File: src/rtl/iter_alu.sv
// iter_alu: multi-cycle ALU with a start/busy/done handshake, a shift-add multiplier
// and a restoring divider. Define ITER_ALU_FLAGS_EN to add the registered Z/C/N flags.
module iter_alu #(
    parameter  int WIDTH = 16,
    localparam int CNT_W = $clog2(WIDTH + 1)
) (
    input  logic             clk,
    input  logic             reset,
    input  logic             start,
    input  logic [3:0]       opcode,
    input  logic [WIDTH-1:0] operand1,
    input  logic [WIDTH-1:0] operand2,
    output logic             busy,
    output logic             done,
    output logic [WIDTH-1:0] result,
    output logic [WIDTH-1:0] remainder,
    output logic             div_by_zero
`ifdef ITER_ALU_FLAGS_EN
    ,
    output logic             flag_z,
    output logic             flag_c,
    output logic             flag_n
`endif
);

    localparam logic [3:0] OP_ADD  = 4'h0;
    localparam logic [3:0] OP_SUB  = 4'h1;
    localparam logic [3:0] OP_MUL  = 4'h2;
    localparam logic [3:0] OP_DIV  = 4'h3;
    localparam logic [3:0] OP_SHL1 = 4'h4;
    localparam logic [3:0] OP_SHR1 = 4'h5;
    localparam logic [3:0] OP_ROL1 = 4'h6;
    localparam logic [3:0] OP_ROR1 = 4'h7;
    localparam logic [3:0] OP_AND  = 4'h8;
    localparam logic [3:0] OP_OR   = 4'h9;
    localparam logic [3:0] OP_XOR  = 4'hA;
    localparam logic [3:0] OP_NOR  = 4'hB;
    localparam logic [3:0] OP_NAND = 4'hC;
    localparam logic [3:0] OP_XNOR = 4'hD;
    localparam logic [3:0] OP_GT   = 4'hE;
    localparam logic [3:0] OP_EQ   = 4'hF;

    typedef enum logic [1:0] {IDLE, MUL, DIV} state_t;

    state_t           state_q, state_d;
    logic [CNT_W-1:0] cnt_q, cnt_d;
    logic [WIDTH-1:0] opB_q, opB_d;
    logic [WIDTH-1:0] accHi_q, accHi_d;
    logic [WIDTH-1:0] accLo_q, accLo_d;
    logic [WIDTH-1:0] result_q, result_d;
    logic [WIDTH-1:0] rem_q, rem_d;
    logic             dbz_q, dbz_d;
    logic             busy_q, busy_d;
    logic             done_q, done_d;

    logic [WIDTH-1:0] oneRes;
    logic [WIDTH:0]   mulSum;
    logic [WIDTH:0]   divShift;
    logic [WIDTH:0]   divDiff;
    logic             divFits;

    always_comb begin
        oneRes = '0;
        case (opcode)
            OP_ADD:  oneRes = operand1 + operand2;
            OP_SUB:  oneRes = operand1 - operand2;
            OP_DIV:  oneRes = '1;
            OP_SHL1: oneRes = {operand1[WIDTH-2:0], 1'b0};
            OP_SHR1: oneRes = {1'b0, operand1[WIDTH-1:1]};
            OP_ROL1: oneRes = {operand1[WIDTH-2:0], operand1[WIDTH-1]};
            OP_ROR1: oneRes = {operand1[0], operand1[WIDTH-1:1]};
            OP_AND:  oneRes = operand1 & operand2;
            OP_OR:   oneRes = operand1 | operand2;
            OP_XOR:  oneRes = operand1 ^ operand2;
            OP_NOR:  oneRes = ~(operand1 | operand2);
            OP_NAND: oneRes = ~(operand1 & operand2);
            OP_XNOR: oneRes = ~(operand1 ^ operand2);
            OP_GT:   oneRes = {{(WIDTH-1){1'b0}}, operand1 > operand2};
            OP_EQ:   oneRes = {{(WIDTH-1){1'b0}}, operand1 == operand2};
            default: oneRes = '0;
        endcase
    end

    // {accHi,accLo} is shifted right for MUL (product enters from the top) and left
    // for DIV (partial remainder in accHi, quotient bits enter accLo from the bottom).
    always_comb begin
        mulSum   = {1'b0, accHi_q} + (accLo_q[0] ? {1'b0, opB_q} : '0);
        divShift = {accHi_q, accLo_q[WIDTH-1]};
        divDiff  = divShift - {1'b0, opB_q};
        divFits  = ~divDiff[WIDTH];
    end

    always_comb begin
        state_d  = state_q;
        cnt_d    = cnt_q;
        opB_d    = opB_q;
        accHi_d  = accHi_q;
        accLo_d  = accLo_q;
        result_d = result_q;
        rem_d    = rem_q;
        dbz_d    = dbz_q;
        busy_d   = busy_q;
        done_d   = 1'b0;
        case (state_q)
            IDLE: begin
                if (start) begin
                    accHi_d = '0;
                    accLo_d = operand1;
                    opB_d   = operand2;
                    if (opcode == OP_MUL || (opcode == OP_DIV && operand2 != '0)) begin
                        state_d = (opcode == OP_MUL) ? MUL : DIV;
                        busy_d  = 1'b1;
                        cnt_d   = CNT_W'(WIDTH);
                    end else begin
                        result_d = oneRes;
                        rem_d    = (opcode == OP_DIV) ? operand1 : '0;
                        dbz_d    = (opcode == OP_DIV);
                        done_d   = 1'b1;
                    end
                end
            end
            MUL: begin
                accHi_d = mulSum[WIDTH:1];
                accLo_d = {mulSum[0], accLo_q[WIDTH-1:1]};
                cnt_d   = cnt_q - CNT_W'(1);
                if (cnt_q == CNT_W'(1)) begin
                    state_d  = IDLE;
                    busy_d   = 1'b0;
                    done_d   = 1'b1;
                    result_d = {mulSum[0], accLo_q[WIDTH-1:1]};
                    rem_d    = '0;
                    dbz_d    = 1'b0;
                end
            end
            DIV: begin
                accHi_d = divFits ? divDiff[WIDTH-1:0] : divShift[WIDTH-1:0];
                accLo_d = {accLo_q[WIDTH-2:0], divFits};
                cnt_d   = cnt_q - CNT_W'(1);
                if (cnt_q == CNT_W'(1)) begin
                    state_d  = IDLE;
                    busy_d   = 1'b0;
                    done_d   = 1'b1;
                    result_d = {accLo_q[WIDTH-2:0], divFits};
                    rem_d    = divFits ? divDiff[WIDTH-1:0] : divShift[WIDTH-1:0];
                    dbz_d    = 1'b0;
                end
            end
            default: begin
                state_d = IDLE;
                busy_d  = 1'b0;
            end
        endcase
    end

    always_ff @(posedge clk or negedge reset) begin
        if (!reset) begin
            state_q  <= IDLE;
            cnt_q    <= '0;
            opB_q    <= '0;
            accHi_q  <= '0;
            accLo_q  <= '0;
            result_q <= '0;
            rem_q    <= '0;
            dbz_q    <= 1'b0;
            busy_q   <= 1'b0;
            done_q   <= 1'b0;
        end else begin
            state_q  <= state_d;
            cnt_q    <= cnt_d;
            opB_q    <= opB_d;
            accHi_q  <= accHi_d;
            accLo_q  <= accLo_d;
            result_q <= result_d;
            rem_q    <= rem_d;
            dbz_q    <= dbz_d;
            busy_q   <= busy_d;
            done_q   <= done_d;
        end
    end

    assign busy        = busy_q;
    assign done        = done_q;
    assign result      = result_q;
    assign remainder   = rem_q;
    assign div_by_zero = dbz_q;

`ifdef ITER_ALU_FLAGS_EN
    logic           oneCarry;
    logic [WIDTH:0] addWide;
    logic           flagZ_q, flagZ_d;
    logic           flagC_q, flagC_d;
    logic           flagN_q, flagN_d;

    always_comb begin
        addWide  = {1'b0, operand1} + {1'b0, operand2};
        oneCarry = 1'b0;
        case (opcode)
            OP_ADD:           oneCarry = addWide[WIDTH];
            OP_SUB:           oneCarry = operand1 < operand2;
            OP_SHL1, OP_ROL1: oneCarry = operand1[WIDTH-1];
            OP_SHR1, OP_ROR1: oneCarry = operand1[0];
            default:          oneCarry = 1'b0;
        endcase
    end

    // Flags move only on the edges that write result, i.e. when done_d is raised.
    always_comb begin
        flagZ_d = flagZ_q;
        flagC_d = flagC_q;
        flagN_d = flagN_q;
        if (done_d) begin
            flagZ_d = (result_d == '0);
            flagN_d = result_d[WIDTH-1];
            case (state_q)
                MUL:     flagC_d = |mulSum[WIDTH:1];
                DIV:     flagC_d = 1'b0;
                default: flagC_d = oneCarry;
            endcase
        end
    end

    always_ff @(posedge clk or negedge reset) begin
        if (!reset) begin
            flagZ_q <= 1'b0;
            flagC_q <= 1'b0;
            flagN_q <= 1'b0;
        end else begin
            flagZ_q <= flagZ_d;
            flagC_q <= flagC_d;
            flagN_q <= flagN_d;
        end
    end

    assign flag_z = flagZ_q;
    assign flag_c = flagC_q;
    assign flag_n = flagN_q;
`endif

endmodule

File: config.mk
export PLATFORM = sky130hd
export DESIGN_NAME = iter_alu
export DESIGN_NICKNAME = d
export VERILOG_FILES = /design/src/rtl/iter_alu.sv
export SDC_FILE = /design/constraint.sdc
export NUM_CORES = 1
export LEC_CHECK = 0
export CAP_MARGIN = 20
export CORE_ASPECT_RATIO = 1.1
export CORE_MARGIN = 4
export CORE_UTILIZATION = 35
export CTS_CLUSTER_SIZE = 20
export DETAILED_ROUTE_END_ITERATION = 8
export GPL_ROUTABILITY_DRIVEN = 0
export GPL_TIMING_DRIVEN = 0
export SKIP_LAST_GASP = 1
export SLEW_MARGIN = 20
export SYNTH_ARGS = -nofsm -noshare
export SYNTH_HDL_FRONTEND = slang
export SYNTH_SLANG_ARGS = --single-unit
File: constraint.sdc
create_clock -name clk -period 3.12 [get_ports clk]
set_input_delay 0.624 -clock clk [delete_from_list [all_inputs] [get_ports clk]]
set_output_delay 0.624 -clock clk [all_outputs]
set_load 0.02 [all_outputs]
==> metrics.md <==
| Metric | Value |
|---|---|
| Status | complete, but fails checks |
| Failing checks | setup timing |
| H-tree levels | 3 |
| Minimum clock period | 3.176 ns |
| Final Cycle Share | 101.8% |
| Root buf cell | clkbuf_16 |
| Slowest Stage Delay on Critical Path | 0.53 ns |
| Mapped cell area | 9155 um2 |
| DRT Pass-1 Iters | 6 |
| Initial antenna violation count | 2 |
| Yosys warnings | 0 |
| Most common library cells after synthesis | nand2_1 (118), o21ai_0 (112), a21oi_1 (104) |
| Arr. time, crit path | 3.40 ns |
| CP startpoint kind | input pin |
| Worst R2R Start | accLo_q[15]$_DFFE_PN0P_ |
| Nets | 1,425 |
| Vias in the first global route | 9,662 |
| Kind of critical path | input pin to flop |
| Gr usage total | 24.25% |
| Max Fanout on Critical Path | 4 |
| Post-synth EDFFs | 0 |
| Largest net degree at the start of global routing | 50 |
| Inserted Clock Buffers | 9 |
| Worst EP required | 3.35 ns |
| Hold WS | 0.1825 ns |
| R2R Path End | remainder[11]$_DFFE_PN0P_ |
| 1st-iter DRT viols | 1,148 |
| Core Util, Final | 44.65% |
| R2R Setup Slk | 0.05 ns |
| Top post-synthesis cells by area | dfrtp_1 (25%), ha_1 (12%), o21ai_0 (6.1%), a21oi_1 (5.7%), nand2_1 (4.8%) |
| Avg WL per Cell | 21.96 um |
| I/O pins | 74 |
| FFs w/ async S/R, synth | 100.0% |
| Starting Density | 35.91% |
| DRT Wirelength | 36,190 um |
| Worst-Skew Late Latency | 0.35 ns |
| # DRC | 0 |
| Most common cell in the netlist | nand2_1 |
| Syn nets | 1,312 |
| Cells after synthesis | 1,183 |
| CP Capture Type | flop |
| Post-synthesis register bit count | 90 |
| CTS tree | done |
| Top-area cell type share of the netlist area | 24.60% |
| First-pass GRT wire length | 54,980 um |
| Hold_buf cts | 0 |
| Sink Count | 90 |
| Worst Setup EP | result[12]$_DFFE_PN0P_ |
| Hold Violations, Final | 0 |
| Setup crit start | operand2[6] |
| Hpwl dp | 27,820 um |
| Ratio of cells with drive above 1 in the final layout | 14.91% |
| Routed Antenna Nets | 0 |
| Rel. slew slack | 44.54% |
| Cell Chain, Critical Path | clkdlybuf4s50_1 > inv_2 > ha_1 > or3b_2 > a31oi_4 > a211oi_4 > o21ai_2 > mux2i_1 > o41ai_1 > o31ai_1 > nand2_1 |
| Syn Area/Cell | 7.739 um2 |
| Worst r2r path cells | 12 |
| Slew Limit Fails | 0 |
| Synthesis-to-layout area growth | 24.31% |
| Setup TNS | -0.05578 ns |
| Max Fclk | 0.3149 GHz |
| Die Wd | 162.2 um |
| Fin Clk Skew | 0.007981 ns |
| Peak VDD IR | 401.0 uV |
| Crit-path slowest cell | clkdlybuf4s50_1 |
| Library cell with the largest summed area after synthesis | dfrtp_1 |
| Vias/cell | 5.961 |
| Die H | 177.6 um |
| Pwr Density | 730.5 nW/um2 |
| Clock buffer depth | 2 |
| Synth unique cells | 82 |
| Port Buffers | 73 |
| Overflow after GRT | 0 |
| Vias | 9,823 |
| Worst Hold Class | input pin to async pin |
| Final setup violation count | 1 |
| Leak pwr | 0.004931 uW |
| Predominant post-synthesis flop cell | dfrtp_1 |
| Worst Tran Pin Value | 0.8319 ns |
| Seq/Total Area, Yosys | 24.60% |
| Worst-path clk slew | 0.08 ns |
| Final worst setup slack | -0.05578 ns |
| Max-cap check violation count | 0 |
| Num rows | 61 |
| RSZ-0062 raised after global routing | true |
| Pre-CTS WS | -1.304 ns |
| Die footprint | 28,810 um2 |
| Core Area | 25,490 um2 |
## area by class of cell
class,count,area [um2]
antenna,1,2.502
clock inverter,6,67.56
clock buffer,10,239.0
sequential,90,2255
inverter,84,315.3
timing repair buffer,104,959.7
buffer,65,322.8
multi-input combinational,942,6787
tap,346,432.9
fill,2568,14110
## cells in the final DEF (no fill, tap or decap), drive strengths merged, types with 28 or more instances in the layout
| master | synthesis | final |
|---|---|---|
| buf | 26 | 56 |
| nand2 | 119 | 119 |
| a21oi | 106 | 106 |
| mux2i | 28 | 28 |
| dfrtp | 90 | 90 |
| clkdlybuf4s50 | 0 | 51 |
| inv | 84 | 88 |
| nor2 | 84 | 84 |
| clkbuf | 41 | 62 |
| ha | 86 | 86 |
| o21ai | 122 | 122 |
## power breakdown
group | leakage (uW) | switching [uW] | internal [uW]
combinational | 0.00363 | 3220 | 1940
clock | 0.000152 | 545 | 592
sequential | 0.00114 | 398 | 1620
total | 0.00493 | 4160 | 4150
## critical path, delay by kind of cell
family          cells  cell delay [ns]
compound gates      5             1.01
fa+ha+maj           1             0.28
buf+inv             2             0.64
mux                 1             0.23
simple gates        2             0.61
## timing repair
| action | CTS | global route |
|---|---|---|
| setup buffers | 9 | 21 |
| pin swaps | 13 | 29 |
| resized for setup | 107 | 93 |
| gates cloned | 0 | 0 |
| setup endpoints to repair | 54 | 48 |
## state kept, by name (all words and copies together) (netlist names), 2 cells and up
register and cells:
accLo_q 16, cnt_q 5, accHi_q 16, remainder 16, result 16, state_q 2, opB_q 16
## metal layers
metal	GRT usage, %	up-vias	share of wire (%)
met1	29.87	4666	39
li1	-	4526	-
met2	42.06	506	48
met3	3.368	123	7.9
met4	11.10	2	4.9
met5	0	-	0.019
## logic make-up (layout without fill, tap and decap cells)
group / after synthesis / after routing / synth area share, %
simple gates: 364 / 364 / 19.19
mux: 29 / 29 / 3.184
xor+xnor: 36 / 36 / 3.444
compound gates: 423 / 423 / 30.42
other cells: 0 / 1 / 0
fa+ha+maj: 90 / 90 / 12.63
flops: 90 / 90 / 24.60
buf+inv: 151 / 269 / 6.533
## through the flow
step	power, uW	area (um2)	cells
3_5_place_dp	6758	10350	1603
6_report	8313	11380	1648
2_1_floorplan	4979	9155	1183
4_1_cts	8050	11030	1627
5_1_grt	8857	11380	1647
3_3_place_gp	6693	10320	1602
## how the worst min path moves through the flow
stage	depth (start not counted)	to	slack, ns
after global placement	2	result[11]$_DFFE_PN0P_	0.47
after floorplan	0	accHi_q[0]$_DFFE_PN0P_	0.33
after CTS	1	accHi_q[4]$_DFFE_PN0P_	0.19
after detailed placement	2	result[11]$_DFFE_PN0P_	0.48
after global routing	1	accHi_q[4]$_DFFE_PN0P_	0.21
final	1	accHi_q[4]$_DFFE_PN0P_	0.18
Note: power is estimated with default switching activity, not from simulation.
==> patch: new RTL, same flow settings <==
Set the parameter `WIDTH` to 8 (it was 16).
--- a/src/rtl/iter_alu.sv
+++ b/src/rtl/iter_alu.sv
@@ -1,7 +1,7 @@
 // iter_alu: multi-cycle ALU with a start/busy/done handshake, a shift-add multiplier
 // and a restoring divider. Define ITER_ALU_FLAGS_EN to add the registered Z/C/N flags.
 module iter_alu #(
-    parameter  int WIDTH = 16,
+    parameter  int WIDTH = 8,
     localparam int CNT_W = $clog2(WIDTH + 1)
 ) (
     input  logic             clk,
Ports: changed (resized operand1, operand2, remainder and result); port bits go from 74 to 42. No check against the original RTL was run, so the function may have changed too.
==> patch against the unedited design <==
Die area fell by 44%. Routed wire length down 55%. Critical path type unchanged. Sequential cell count fell by 41. Via count is 49% lower. Total power decreased by 59%. First-iteration DRC count shrank 63%. Design area decreased by 49%. Setup slack better by 97 ps. Largest cell class unchanged. Synthesized area fell by 46%. Fmax increased by 3.2%. Critical path depth shrank 2.
==> patch: results (changes against the unedited design) <==
Clock network fraction of design power -> 0.164 (+0.027)
Worst setup path end -> result[7]
Multi-input combinational cell count -> 483 (-49%)
Post-layout net count -> 741 (-48%)
Worst Max-Slew Pin Slew -> 951 ps (+120 ps)
Area taken by multi-input logic gates -> 3380 um2 (-50%)
Routed length on met2 -> 8200 um (-53%)
Comb. pwr -> 1.83 mW (-65%)
Post-placement setup slack -> -686 ps (+617 ps)
Launch instance of the worst register-to-register path -> accLo_q[7]
Number of nets produced by synthesis -> 693 (-47%)
Area of the die -> 16100 um2 (-44%)
Count of clock buffers in the final design -> 6 (-4)
Worst clock skew on the final layout -> 6.24 ps (-1.74 ps)
First-pass GRT wire length -> 25900 um (-53%)
Number of antenna cells inserted -> 0 (-1)
Largest voltage drop on the vdd net -> 0.263 mV (-34%)
Launching instance or port of the critical path -> operand2[1]
Vias per cell -> 5.81 (-2.6%)
Net switching share of the total power -> 0.443 (-0.0579)
H-Tree Level Count -> 2 (-1)
Instance area at placement -> 5590 um2 (-46%)
Post-Route WL -> 16400 um (-55%)
Wire length on met1 -> 6730 um (-52%)
Vias -> 4965 (-49%)
Outcome -> finished clean
Reg-to-reg endpoint -> remainder[3]
FMAX -> 325 MHz (+3.2%)
Number of buffers inserted during clock tree synthesis -> 5 (-4)
Sequential share of cell area -> 0.213 (+0.0145)
Post-detail-place hpwl -> 12600 um (-55%)
Arrival time of data at the critical path endpoint -> 3260 ps (-140 ps)
Met3 Wirelength -> 917 um (-68%)
Setup slack of the most critical reg-to-reg path -> 230 ps (+180 ps)
Netlist cell types -> 73 (-11%)
Main area contributors after synthesis -> dfrtp_1 25%, ha_1 12%, a21oi_1 4.8%, o21ai_0 4.5%, nand2_1 4.5%
Non-clock buffer instance count of the final layout -> 77 (-54%)
Largest delay contributor family on the critical path -> compound AO/OA/AOI/OAI gates
Worst Reg2Reg Path Length in Cells -> 11 (-1)
Highest signal layer in the routed design -> met4
Largest driver fanout on the critical path -> 6 (+2)
GR Util All Layers -> 0.202 (-0.0408)
Count of filler cells inserted in the layout -> 1432 (-44%)
Static leakage power -> 2.53 nW (-49%)
Number of design-rule violations left by the first detailed-router iteration -> 421 (-63%)
Non-clock inverter count in the final layout -> 51 (-39%)
Signal buffers share of area -> 0.102 (-0.0107)
Leading cell types by count after synthesis -> 59 x nand2_1, 51 x inv_1, 49 x dfrtp_1
Met2 global-route usage -> 0.344 (-0.0762)
Met3 track demand over resource -> 0.0231 (-0.0106)
Clock Latency Late Sink -> 300 ps (-50 ps)
Number of global-route vias before repair -> 4777 (-51%)
First-pass DRT Iterations -> 7 (+1)
Fraction of final layout cells with drive strength greater than 1 -> 0.0750 (-0.0742)
Post-placement cell count -> 846 (-47%)
Clock network area share -> 0.0254 (-0.00155)
[patch: logic make-up (layout without fill, tap and decap cells)]
group                    after synthesis  in the layout  share of synthesized area
AO/OA/AOI/OAI                        214            214                      0.289
multiplexers                          23             23                     0.0479
XOR/XNOR                               9              9                     0.0159
flip-flops                            49             49                      0.247
buffers and inverters                 87            135                     0.0749
AND/OR/NAND/NOR                      186            186                      0.191
adder cells (fa/ha/maj)               51             51                      0.135
[patch: how the worst min path moves through the flow]
stage               startpoint    endpoint  slack, ps  depth (start not counted)
floorplan                reset  accHi_q[0]        330                          0
global placement          busy        busy        480                          1
detailed placement        busy        busy        480                          1
CTS                      reset  accHi_q[3]        390                          1
global route             reset  accHi_q[3]        400                          1
finish                   reset  accHi_q[3]        340                          1
[patch: repair_timing]
action,CTS,global route
endpoints found under the setup margin,3,6
pin swaps,1,1
buffers inserted,1,1
resized for setup,5,4
